===== config.mk =====
export PLATFORM = sky130hd
export DESIGN_NAME = vpu_fp_reduce_ctrl
export DESIGN_NICKNAME = d
export VERILOG_FILES = /design/src/rtl/vpu_fp_reduce_ctrl.sv
export SDC_FILE = /design/constraint.sdc
export NUM_CORES = 1
export LEC_CHECK = 0
export ABC_AREA = 0
export CORE_UTILIZATION = 37
export DETAILED_ROUTE_END_ITERATION = 7
export HOLD_SLACK_MARGIN = 0.05
export PLACE_DENSITY = 0.81
export SYNTH_ARGS = -nofsm -noshare
export SYNTH_HDL_FRONTEND = slang
export SYNTH_SLANG_ARGS = --single-unit

===== constraint.sdc =====
create_clock -name clk -period 2.52 [get_ports clk]
set_input_delay 0.63 -clock clk [delete_from_list [all_inputs] [get_ports clk]]
set_output_delay 0.63 -clock clk [all_outputs]
set_load 0.05 [all_outputs]

===== src/rtl/vpu_fp_reduce_ctrl.sv =====
// ----------------------------------------------------------------------------
// vpu_fp_reduce_ctrl
//
// Reduces a stream of floating-point elements into a single result by
// time-sharing one external combinational FP adder/subtractor. Each command
// returns exactly one result. The command sets the element count and the
// mode: a sum (e0+e1+...) or first-minus-rest (e0-e1-e2-...).
//
// Ports:
//   clk, rst_n            clock, asynchronous active-low reset
//   cmd_valid/cmd_ready   command handshake (cmd_len, cmd_sub_n)
//   in_valid/in_ready     element handshake (in_data), one per cycle max
//   add_en/add_lhs/add_rhs/add_sub_n  drive the shared adder
//   add_res               combinational adder result
//   res_valid/res_ready   result handshake (res_data)
//   busy                  high whenever a command is in flight
//
// The three handshake "ready/valid" outputs decode only the state register.
// No input reaches them combinationally.
// ----------------------------------------------------------------------------
module vpu_fp_reduce_ctrl #(
    parameter int OPERAND_WIDTH = 32,
    parameter int LEN_W         = 8
) (
    input  logic                     clk,
    input  logic                     rst_n,
    input  logic                     cmd_valid,
    output logic                     cmd_ready,
    input  logic [LEN_W-1:0]         cmd_len,
    input  logic                     cmd_sub_n,
    input  logic                     in_valid,
    output logic                     in_ready,
    input  logic [OPERAND_WIDTH-1:0] in_data,
    output logic                     add_en,
    output logic [OPERAND_WIDTH-1:0] add_lhs,
    output logic [OPERAND_WIDTH-1:0] add_rhs,
    output logic                     add_sub_n,
    input  logic [OPERAND_WIDTH-1:0] add_res,
    output logic                     res_valid,
    input  logic                     res_ready,
    output logic [OPERAND_WIDTH-1:0] res_data,
    output logic                     busy
);

    localparam logic [LEN_W-1:0] LEN_ZERO = {LEN_W{1'b0}};
    localparam logic [LEN_W-1:0] LEN_ONE  = {{(LEN_W-1){1'b0}}, 1'b1};

    typedef enum logic [1:0] {
        ST_IDLE  = 2'd0,
        ST_FIRST = 2'd1,
        ST_ACCUM = 2'd2,
        ST_DONE  = 2'd3
    } state_e;

    state_e                   state_r;
    state_e                   state_nxt_s;
    logic [OPERAND_WIDTH-1:0] acc_r;
    logic [OPERAND_WIDTH-1:0] acc_nxt_s;
    logic [LEN_W-1:0]         rem_r;
    logic [LEN_W-1:0]         rem_nxt_s;
    logic                     sub_n_r;
    logic                     sub_n_nxt_s;
    logic                     cmd_ready_s;
    logic                     in_ready_s;
    logic                     res_valid_s;
    logic                     add_en_s;

    // State, accumulator, remaining-count and mode registers
    always_ff @(posedge clk or negedge rst_n) begin
        if (!rst_n) begin
            state_r <= ST_IDLE;
            acc_r   <= {OPERAND_WIDTH{1'b0}};
            rem_r   <= LEN_ZERO;
            sub_n_r <= 1'b1;
        end else begin
            state_r <= state_nxt_s;
            acc_r   <= acc_nxt_s;
            rem_r   <= rem_nxt_s;
            sub_n_r <= sub_n_nxt_s;
        end
    end

    // Next-state, datapath update and state-decoded handshake outputs
    always_comb begin
        state_nxt_s = state_r;
        acc_nxt_s   = acc_r;
        rem_nxt_s   = rem_r;
        sub_n_nxt_s = sub_n_r;
        cmd_ready_s = 1'b0;
        in_ready_s  = 1'b0;
        res_valid_s = 1'b0;
        add_en_s    = 1'b0;

        case (state_r)
            ST_IDLE: begin
                cmd_ready_s = 1'b1;
                if (cmd_valid) begin
                    sub_n_nxt_s = cmd_sub_n;
                    rem_nxt_s   = cmd_len;
                    acc_nxt_s   = {OPERAND_WIDTH{1'b0}};
                    // An empty reduction goes straight to DONE with a zero result
                    if (cmd_len == LEN_ZERO) begin
                        state_nxt_s = ST_DONE;
                    end else begin
                        state_nxt_s = ST_FIRST;
                    end
                end else begin
                    state_nxt_s = ST_IDLE;
                end
            end

            // The first element bypasses the adder so that subtract mode
            // yields e0-e1-... instead of 0-e0-e1-...
            ST_FIRST: begin
                in_ready_s = 1'b1;
                if (in_valid) begin
                    acc_nxt_s = in_data;
                    rem_nxt_s = rem_r - LEN_ONE;
                    if (rem_r == LEN_ONE) begin
                        state_nxt_s = ST_DONE;
                    end else begin
                        state_nxt_s = ST_ACCUM;
                    end
                end else begin
                    state_nxt_s = ST_FIRST;
                end
            end

            ST_ACCUM: begin
                in_ready_s = 1'b1;
                add_en_s   = in_valid;
                if (in_valid) begin
                    acc_nxt_s = add_res;
                    rem_nxt_s = rem_r - LEN_ONE;
                    if (rem_r == LEN_ONE) begin
                        state_nxt_s = ST_DONE;
                    end else begin
                        state_nxt_s = ST_ACCUM;
                    end
                end else begin
                    state_nxt_s = ST_ACCUM;
                end
            end

            // acc is left untouched here so the result stays stable under
            // back-pressure and after the handshake until the next command.
            ST_DONE: begin
                res_valid_s = 1'b1;
                if (res_ready) begin
                    state_nxt_s = ST_IDLE;
                end else begin
                    state_nxt_s = ST_DONE;
                end
            end

            default: begin
                state_nxt_s = ST_IDLE;
            end
        endcase
    end

    assign cmd_ready = cmd_ready_s;
    assign in_ready  = in_ready_s;
    assign res_valid = res_valid_s;
    assign add_en    = add_en_s;
    assign add_lhs   = acc_r;
    assign add_rhs   = in_data;
    assign add_sub_n = sub_n_r;
    assign res_data  = acc_r;
    assign busy      = (state_r != ST_IDLE);

endmodule


==> impl_table.tex <==
\begin{tabular}{lr}
\hline
Metric & Value \\
\hline
\multicolumn{2}{l}{\textbf{Run status}} \\
\quad Run status & completed \\
\multicolumn{2}{l}{\textbf{Setup path}} \\
\quad Largest fanout of any net on the critical path & 11 \\
\quad Arrival time of the worst setup path & 1.69 ns \\
\quad Critical Path Source Type & register \\
\quad Type of the worst setup path & register to output pin \\
\quad Critical Path Sink Type & output pin \\
\quad Required time reported for the critical path endpoint & 1.89 ns \\
\multicolumn{2}{l}{\textbf{Route}} \\
\quad Initial detailed-routing violation count & 57 \\
\quad Detailed Route WL & 7.83 mm \\
\quad Total iterations of the first detailed-routing run & 4 \\
\quad Antenna viol nets, final & 0 \\
\quad Routed wire length per instance & 14.5 µm \\
\quad Via density & 4.98 \\
\quad Detailed-route DRC error count & 0 \\
\quad Via count & 2,689 \\
\multicolumn{2}{l}{\textbf{Final layout}} \\
\quad Post-layout nets & 525 \\
\quad Reg area & 1080 µm² \\
\quad Area growth from synthesis to layout & 63.4\% \\
\quad Fraction of final layout cells sized beyond drive strength 1 & 13.4\% \\
\quad Number of inserted diodes & 0 \\
\quad Layout filler cell count & 618 \\
\quad Multi-input gate area in the final layout & 1180 µm² \\
\quad Filler-free cell count of the finished design & 540 \\
\multicolumn{2}{l}{\textbf{Global routing}} \\
\quad Antenna violations before repair & 0 \\
\quad Vias in the first global route & 2,662 \\
\quad Leftover overflow at the end of global routing & 0 \\
\quad Combined global-route utilization of all metal layers & 19.2\% \\
\quad Pin count of the biggest net entering global routing & 45 \\
\quad First-pass GRT wire length & 12.8 mm \\
\multicolumn{2}{l}{\textbf{Yosys}} \\
\quad Number of enable flip-flop cells after synthesis & 0 \\
\quad Number of unique standard cell types used by synthesis & 37 \\
\quad Mean instance size in the synthesized netlist & 8.63 µm² \\
\quad Number of nets produced by synthesis & 417 \\
\quad Yosys Warn Count & 0 \\
\quad Asr flop ratio synth & 100\% \\
\quad Portion of the post-synthesis area used by sequential elements & 37.6\% \\
\quad Post-synthesis sequential element count & 43 \\
\quad Post-synthesis instance total & 332 \\
\quad Post-synthesis instance area & 2870 µm² \\
\quad Predominant post-synthesis flop cell & dfrtp\_1 \\
\multicolumn{2}{l}{\textbf{Floorplanning}} \\
\quad Core footprint & 7370 µm² \\
\quad Chip Height & 90 µm \\
\quad Boundary pin count & 180 \\
\quad Die X-Extent & 90 µm \\
\quad Die ar. & 8100 µm² \\
\quad Initial cell density of the core & 38.9\% \\
\quad Number of rows created at floorplan & 31 \\
\multicolumn{2}{l}{\textbf{STA}} \\
\quad Setup repair after global routing missed its margin & false \\
\quad Final number of max-transition violations & 0 \\
\quad Relative slew slack & 62.9\% \\
\quad Final period demand of the worst path & 2.32 ns \\
\quad Setup Total Neg Slack & 0 ns \\
\quad Share of the cycle needed by the critical path after routing & 92.1\% \\
\quad Fmax & 431 MHz \\
\quad Slew at the pin closest to its max-slew limit & 0.557 ns \\
\quad Final hold violation count & 0 \\
\quad Setup violators final & 0 \\
\quad Skew final & 0.00326 ns \\
\multicolumn{2}{l}{\textbf{Worst hold path}} \\
\quad Type of the worst min-delay path & primary input to async pin \\
\multicolumn{2}{l}{\textbf{CTS}} \\
\quad Root buffer cell & clkbuf\_8 \\
\quad Count of hold buffers inserted by post-cts repair & 0 \\
\quad Clk\_lat worst skew & 0.29 ns \\
\quad CTS buffer count & 5 \\
\quad Clk slew on worst S/H paths & 0.08 ns \\
\quad Number of clock sinks & 43 \\
\quad Post-CTS Setup Inserts & 0 \\
\quad Number of buffers between clock root and the deepest sink & 2 \\
\quad CTS tree & yes \\
\quad H-Tree Level Count & 2 \\
\multicolumn{2}{l}{\textbf{Power}} \\
\quad Power density relative to cell area & 1390 nW/µm² \\
\quad Leakage & 1.94 nW \\
\quad IR drop worst, VDD & 1.02 mV \\
\quad Design Power & 6.50 mW \\
\multicolumn{2}{l}{\textbf{Placement}} \\
\quad Gpl congestion & 0.769 \\
\quad DP Cell Count & 532 \\
\quad Number of buffer cells added on primary ports & 179 \\
\quad Final HPWL from detailed placement & 6.17 mm \\
\multicolumn{2}{l}{\textbf{Flow run}} \\
\quad Max-cap violation count & 0 \\
\hline
\end{tabular}
==> state kept, by name, summed over array words and instances, names as in the netlist <==
| signal | flops |
|---|---|
| add_lhs | 32 |
| state_r | 2 |
| rem_r | 8 |
| add_sub_n | 1 |
==> per-layer routing <==
metal | part of all wire, % | up-vias | GRT usage [%]
li1 | - | 1298 | -
met1 | 39 | 1264 | 21.6
met2 | 54 | 112 | 35.9
met3 | 5.6 | 15 | 4.40
met4 | 1.9 | 0 | 5.65
met5 | 0 | - | 0
==> stage by stage <==
stage               worst slack (ns)  area (µm²)  hold slack [ns]  util (%)
floorplan                      0.415        2870            0.334         -
global placement               0.377        4600            0.482      62.4
detailed placement             0.339        4600            0.503      62.4
CTS                          0.00849        4680            0.423      63.5
global route                  0.0969        4680            0.454      63.5
finish                         0.198        4680            0.396      63.5
==> final cells by class <==
| type | instances | area share, % |
|---|---|---|
| Clock buffer | 7 | 1.63 |
| Sequential cell | 43 | 23.0 |
| Multi-Input combinational cell | 197 | 25.2 |
| Clock inverter | 1 | 0.107 |
| Inverter | 7 | 0.561 |
| Timing Repair Buffer | 186 | 46.8 |
| Tap cell | 99 | 2.65 |
==> cells by family after synthesis <==
| logic type | synth area share (%) |
|---|---|
| compound gates | 22.8 |
| fa+ha+maj | 3.06 |
| buf+inv | 21.7 |
| flops | 37.6 |
| mux | 0.742 |
| simple gates | 14.2 |
==> path summary, 6_finish.rpt <==
kind                            start  cells past startpoint          end  slack, ns
min in group clk           add_lhs[3]                      2   add_lhs[3]       0.51
hold reg to reg            add_lhs[3]                      2   add_lhs[3]       0.51
setup / recovery           state_r[0]                      4       add_en       0.20
hold / removal                  rst_n                      2  add_lhs[25]       0.40
setup reg to reg           state_r[0]                      6  add_lhs[18]       0.64
max in group asynchronous       rst_n                      2    add_sub_n       1.72
==> placed cells by master (no fill, tap or decap), types with 2 or more instances in the layout <==
master / n
clkbuf_1: 2
or2b_2: 2
o21ai_0: 40
nand4_1: 3
nor2_1: 6
o22ai_1: 2
clkdlybuf4s50_1: 142
nor2b_1: 3
buf_12: 35
nand3_1: 2
inv_1: 7
a2bb2oi_1: 4
dfrtp_1: 42
nand2_1: 70
a21oi_1: 8
or4_4: 2
clkbuf_8: 5
buf_4: 7
a22o_1: 32
ha_1: 6
==> worst max-delay path: stages (launching register included) <==
cell and delay (ns):
dfrtp_1 0.41, inv_1 0.11, ha_1 0.45, and2_1 0.27, buf_12 0.15
==> where the power goes <==
part	switching, mW	total [mW]	internal [mW]
Clock	0.227	0.422	0.195
Combinational	3.11	4.81	1.70
Sequential	0.270	1.27	0.998
Total	3.61	6.50	2.89
==> synthesized netlist by cell type, drive strengths merged (2+ instances only) <==
cell type,number,area share [%]
buf,69,18
nor2b,3,0.66
nand2,70,9.2
clkbuf,16,2.8
o22ai,2,0.44
or2b,2,0.61
dfrtp,42,37
nand3,2,0.35
a21oi,9,1.7
nor2,6,0.79
a2bb2oi,4,1.2
nand4,3,0.66
inv,7,0.92
o21ai,40,7.0
or4,2,0.79
ha,7,3.1
a22o,32,9.8
==> repair_timing <==
item,CTS,global route
gates resized for setup,0,1
setup endpoints to repair,0,1
hold endpoints to repair,0,0
Note: power is estimated with default switching activity, not from simulation.
==> patch 1, RTL diff (config.mk and constraints unchanged) <==
The parameter `LEN_W` goes from 8 to 16.
--- a/src/rtl/vpu_fp_reduce_ctrl.sv
+++ b/src/rtl/vpu_fp_reduce_ctrl.sv
@@ -22,3 +22,3 @@
     parameter int OPERAND_WIDTH = 32,
-    parameter int LEN_W         = 8
+    parameter int LEN_W         = 16
 ) (
Ports: changed (resized cmd_len); port bits go from 180 to 188. The function was not compared with the original's and may differ.
==> patch 1 against the original RTL <==
Clock power is 14% higher; maximum frequency is 0.99% lower; sequential power is 6% higher; area after synthesis is 15% higher; cell count is 9.6% higher; setup slack worse by 23 ps; synthesized cell count is 11% higher; power is 6.6% lower; wire length is 33% higher; worst hold slack better by 25 ps; sequential cell count is 8 higher; cell area is 12% higher; critical path type unchanged; critical endpoint unchanged; largest cell class unchanged; largest power group unchanged.
==> patch 1: results (changes against the original RTL) <==
n_fill_cell: 722  # was 618
synth-compound-area-share_pct: 24.63  # was 22.75%
yosysWarnings: 0  # unchanged
critPathArrivalTime_ps: 1720  # was 1690 ps
drcViolationCount: 0  # unchanged
r2r_end: "rem_r[6]$_DFFE_PN0P_"  # was add_lhs[18]$_DFFE_PN0P_
drive_gt1_share_pct: 13.02  # was 13.38%
pre_cts_ws_ps: 84.19  # was 339.2 ps
final_nets: 575  # was 525
outcome: "completed"  # unchanged
drt_wl_total_mm: 10.39  # was 7.834 mm
grtUsageMet3_pct: 4.460  # was 4.399%
met1_length_mm: 3.938  # was 3.050 mm
antenna_cells: 0  # unchanged
met3WireLength_um: 843  # was 440 um
synth.area.top_cells: "dfrtp_1, buf_4, a22oi_1, o31ai_1, nand2_1"  # was dfrtp_1, buf_4, a22o_1, nand2_1, o21ai_0
ys_seq_area_share_pct: 38.63  # was 37.60%
dp_hpwl_mm: 8.144  # was 6.165 mm
grt_start_max_net_pins: 65  # was 45
synth_fa_ha_area_share_pct: 2.270  # was 3.057%
drtIter0Drc: 134  # was 57
wl_per_cell_um: 17.55  # was 14.51 um
synth_mux_area_share_pct: 1.249  # was 0.7424%
io_buffers: 187  # was 179
syn_nets: 460  # was 417
max-slew-margin-rel_pct: 55.89  # was 62.90%
met1_usage_pct: 25.10  # was 21.62%
switching_share_pct: 52.74  # was 55.51%
grt_pass1_vias: 3085  # was 2662
place_congestion: 0.8897  # was 0.7687
reg2regPathDepth: 7  # was 6
synth_xor_xnor_area_share_pct: 0  # unchanged
yosys-top-cells-count: "buf_4, dfrtp_1, nand2_1"  # was nand2_1, buf_4, dfrtp_1
top_layer: "met4"  # unchanged
vias: 3232  # was 2689
track_usage_pct: 22.03  # was 19.23%
reg2reg_slack_ps: 320  # was 640 ps
cts_root_buf: "clkbuf_8"  # unchanged
syn-instance-count: 368  # was 332
grt_pass1_wl_mm: 15.55  # was 12.79 mm
dpl_cell_area_sq_um: 5157  # was 4597 sq um
cts_buffers: 5  # unchanged
crit_fanout: 10  # was 11
met2_usage_pct: 40.79  # was 35.88%
skew_ps: 3.201  # was 3.265 ps
ys_types: 44  # was 37
r2r_start: "state_r[1]$_DFF_PN0_"  # was state_r[0]$_DFF_PN0_
leakagePower_nw: 2.093  # was 1.944 nW
dr_wl_met2_mm: 5.395  # was 4.198 mm
clkLatencyLatePin_ps: 290  # about the same
irDropWorstVdd_uv: 872.1  # was 1020 uV
==> patch 1: changes by cell type in the layout (fill, tap and decap cells not counted), sizes merged, moves of 8 or more <==
cell           before  now
nor2                6   15
clkdlybuf4s50     142  150
o31ai               0   32
a22oi               0   33
a22o               32    0
nand2              70   47
dfrtp              42   50
o21ai              40    6
==> patch 1: final cells by class <==
class	instances	share of cell area, %
Multi-Input combinational cell	219	26.94
Tap cell	108	2.575
Clock inverter	1	0.09535
Inverter	7	0.5006
Sequential cell	51	24.34
Timing Repair Buffer	199	43.91
Clock buffer	7	1.645
==> patch 1: power groups by stage <==
stage / clock, mW / combinational (mW) / sequential [mW]
floorplan: 0 / 2.71 / 1.60
global placement: 0 / 4.14 / 1.34
detailed placement: 0 / 4.24 / 1.36
CTS: 0.503 / 4.23 / 1.34
global route: 0.533 / 4.55 / 1.38
finish: 0.482 / 4.24 / 1.35
==> patch 1: worst max-delay path by stage <==
stage / from / endpoint / slack, ps / cells past startpoint
floorplan: state_r[0]$_DFF_PN0_ / rem_r[15]$_DFFE_PN0P_ / 150 / 8
global placement: in_valid / rem_r[6]$_DFFE_PN0P_ / 140 / 6
detailed placement: in_valid / rem_r[6]$_DFFE_PN0P_ / 80 / 6
CTS: state_r[0]$_DFF_PN0_ / add_en / 160 / 4
global route: state_r[0]$_DFF_PN0_ / add_en / 60 / 4
finish: state_r[0]$_DFF_PN0_ / add_en / 170 / 4
==> patch 1: through the flow <==
step / utilization [%] / hold slack, ps
after global placement: 59.43 / 484.6
after global routing: 60.48 / 471.9
after detailed placement: 59.43 / 491.7
after floorplan: - / 334.4
after CTS: 60.48 / 456.0
final: 60.48 / 420.9
==> patch 1: critical path, stage by stage, from the launching register on <==
cell and delay, ps:
dfrtp_1 410, inv_1 90, ha_1 470, and2_1 290, buf_12 160
==> patch 2, RTL diff (config.mk and constraints unchanged) <==
Made on the original files. Re-encode `state_e` (4 states) as one-hot, 4 bits wide.
--- a/src/rtl/vpu_fp_reduce_ctrl.sv
+++ b/src/rtl/vpu_fp_reduce_ctrl.sv
@@ -47,7 +47,7 @@
 
-    typedef enum logic [1:0] {
-        ST_IDLE  = 2'd0,
-        ST_FIRST = 2'd1,
-        ST_ACCUM = 2'd2,
-        ST_DONE  = 2'd3
+    typedef enum logic [3:0] {
+        ST_IDLE  = 4'b0001,
+        ST_FIRST = 4'b0010,
+        ST_ACCUM = 4'b0100,
+        ST_DONE  = 4'b1000
     } state_e;
Check against the original RTL: no difference found for any inputs over 10 cycles, from zero or initial values and one cycle with rst_n low; not proved beyond that.
==> patch 2 against the original RTL <==
Sequential cell count is 2 higher; synthesized cell count is 8.4% lower; count of clock-buffer cells in the layout is 2 lower; clock power is 50% higher; critical path depth stayed put; first-iteration DRC count is 61% higher; power is 4.5% higher; wire length is 1.2% higher; maximum frequency is 4.0% lower; setup slack worse by 97 ps; area after synthesis is 0.66% lower; critical endpoint is now in_ready; critical path type unchanged; cell area is 1.8% higher.
==> patch 2: results (changes against the original RTL) <==
outcome: "completed"  # unchanged
r2r_end: "rem_r[6]$_DFFE_PN0P_"  # was add_lhs[18]$_DFFE_PN0P_
antenna_cells: 0  # unchanged
buf_share_pct: 46.64  # was 46.83%
grt_start_max_net_pins: 39  # was 45
ys_types: 47  # was 37
leakagePower_nw: 1.885  # was 1.944 nW
dp_hpwl_mm: 6.359  # was 6.165 mm
final_nets: 493  # was 525
drtIter0Drc: 92  # was 57
core_sq_um: 7331  # was 7370 sq um
yosys-top-cells-count: "buf_4, dfrtp_1, a21oi_1, nor2_1, a22oi_1"  # was nand2_1, buf_4, dfrtp_1
crit_fanout: 12  # was 11
place_congestion: 0.8396  # was 0.7687
critPathArrivalTime_ps: 1790  # was 1690 ps
reg2regPathDepth: 5  # was 6
syn_nets: 384  # was 417
async_reset_ff_share_pct: 100.0  # unchanged
skew_ps: 6.334  # was 3.265 ps
cts.reportedPaths.clkPinSlew_ps: 80  # about the same
cts_resized: 0  # unchanged
drive_gt1_share_pct: 16.67  # was 13.38%
p_seq_mw: 1.52  # was 1.27 mW
clk_share_pct: 2.810  # was 1.738%
multi_input_gates: 169  # was 197
vias: 2592  # was 2689
synth.area.top_cells: "dfrtp_1, buf_4, a22oi_1, a21oi_1, nor2_1"  # was dfrtp_1, buf_4, a22o_1, nand2_1, o21ai_0
wl_per_cell_um: 15.45  # was 14.51 um
synth_flop_cell: "dfrtp_1"  # unchanged
track_usage_pct: 19.86  # was 19.23%
multiInputGateArea_sq_um: 1131  # was 1180 sq um
seq-cell-share_pct: 23.69  # was 23.02%
n_fill_cell: 550  # was 618
ys_seq_area_share_pct: 39.65  # was 37.60%
inverters_excl_clock: 6  # was 7
pg_comb_mw: 4.63  # was 4.81 mW
r2r_start: "state_r[1]$_DFF_PN0_"  # was state_r[0]$_DFF_PN0_
irDropWorstVdd_uv: 1105  # was 1020 uV
ys_ff_latch: 45  # was 43
pre_cts_ws_ps: 166.0  # was 339.2 ps
reg2reg_slack_ps: 490  # was 640 ps
switching_share_pct: 53.61  # was 55.51%
grt_pass1_wl_mm: 13.10  # was 12.79 mm
[patch 2: metal layers]
layer	vias to the layer above	routed length (um)	global-route usage (%)
li1	1226	-	-
met1	1231	3158	24.28
met2	127	4117	34.94
met3	8	540	4.907
met4	0	109	4.918
met5	-	0	0
[patch 2: worst max path at each step]
stage	start	endpoint	slack, ps	depth (start not counted)
6_report	state_r[1]$_DFF_PN0_	in_ready	100	4
2_1_floorplan	state_r[0]$_DFF_PN1_	busy	80	3
4_1_cts	state_r[1]$_DFF_PN0_	in_ready	100	4
3_3_place_gp	in_valid	rem_r[2]$_DFFE_PN0P_	200	6
3_5_place_dp	in_valid	add_lhs[17]$_DFFE_PN0P_	170	6
5_1_grt	state_r[1]$_DFF_PN0_	in_ready	20	4
[patch 2: cells by family after synthesis]
kind of cell               count (synthesis)  share of synthesized area, %
muxes                                      9                         3.341
adders and majority gates                  2                        0.8790
xor gates and xnor gates                   1                        0.5716
and+or+nand+nor                           70                         13.80
DFF                                       45                         39.65
AOI/OAI and AO/OA                         87                         19.78
buffers and inverters                     90                         21.98
[patch 2: stage by stage]
step,hold WS (ps),area (sq um),utilization [%],power (mW),cells
after floorplan,334.4,2861,-,4.893,304
after global placement,518.4,4631,63.17,6.103,505
after detailed placement,551.4,4631,63.17,6.189,505
after CTS,295.7,4765,64.99,6.842,513
after global routing,296.9,4765,64.99,7.139,513
final,286.2,4765,64.99,6.787,513
[patch 2: critical path, stage by stage (launching register included)]
cell,delay (ps)
dfrtp_1,670
xnor2_2,130
or3_4,370
inv_4,160
buf_12,160
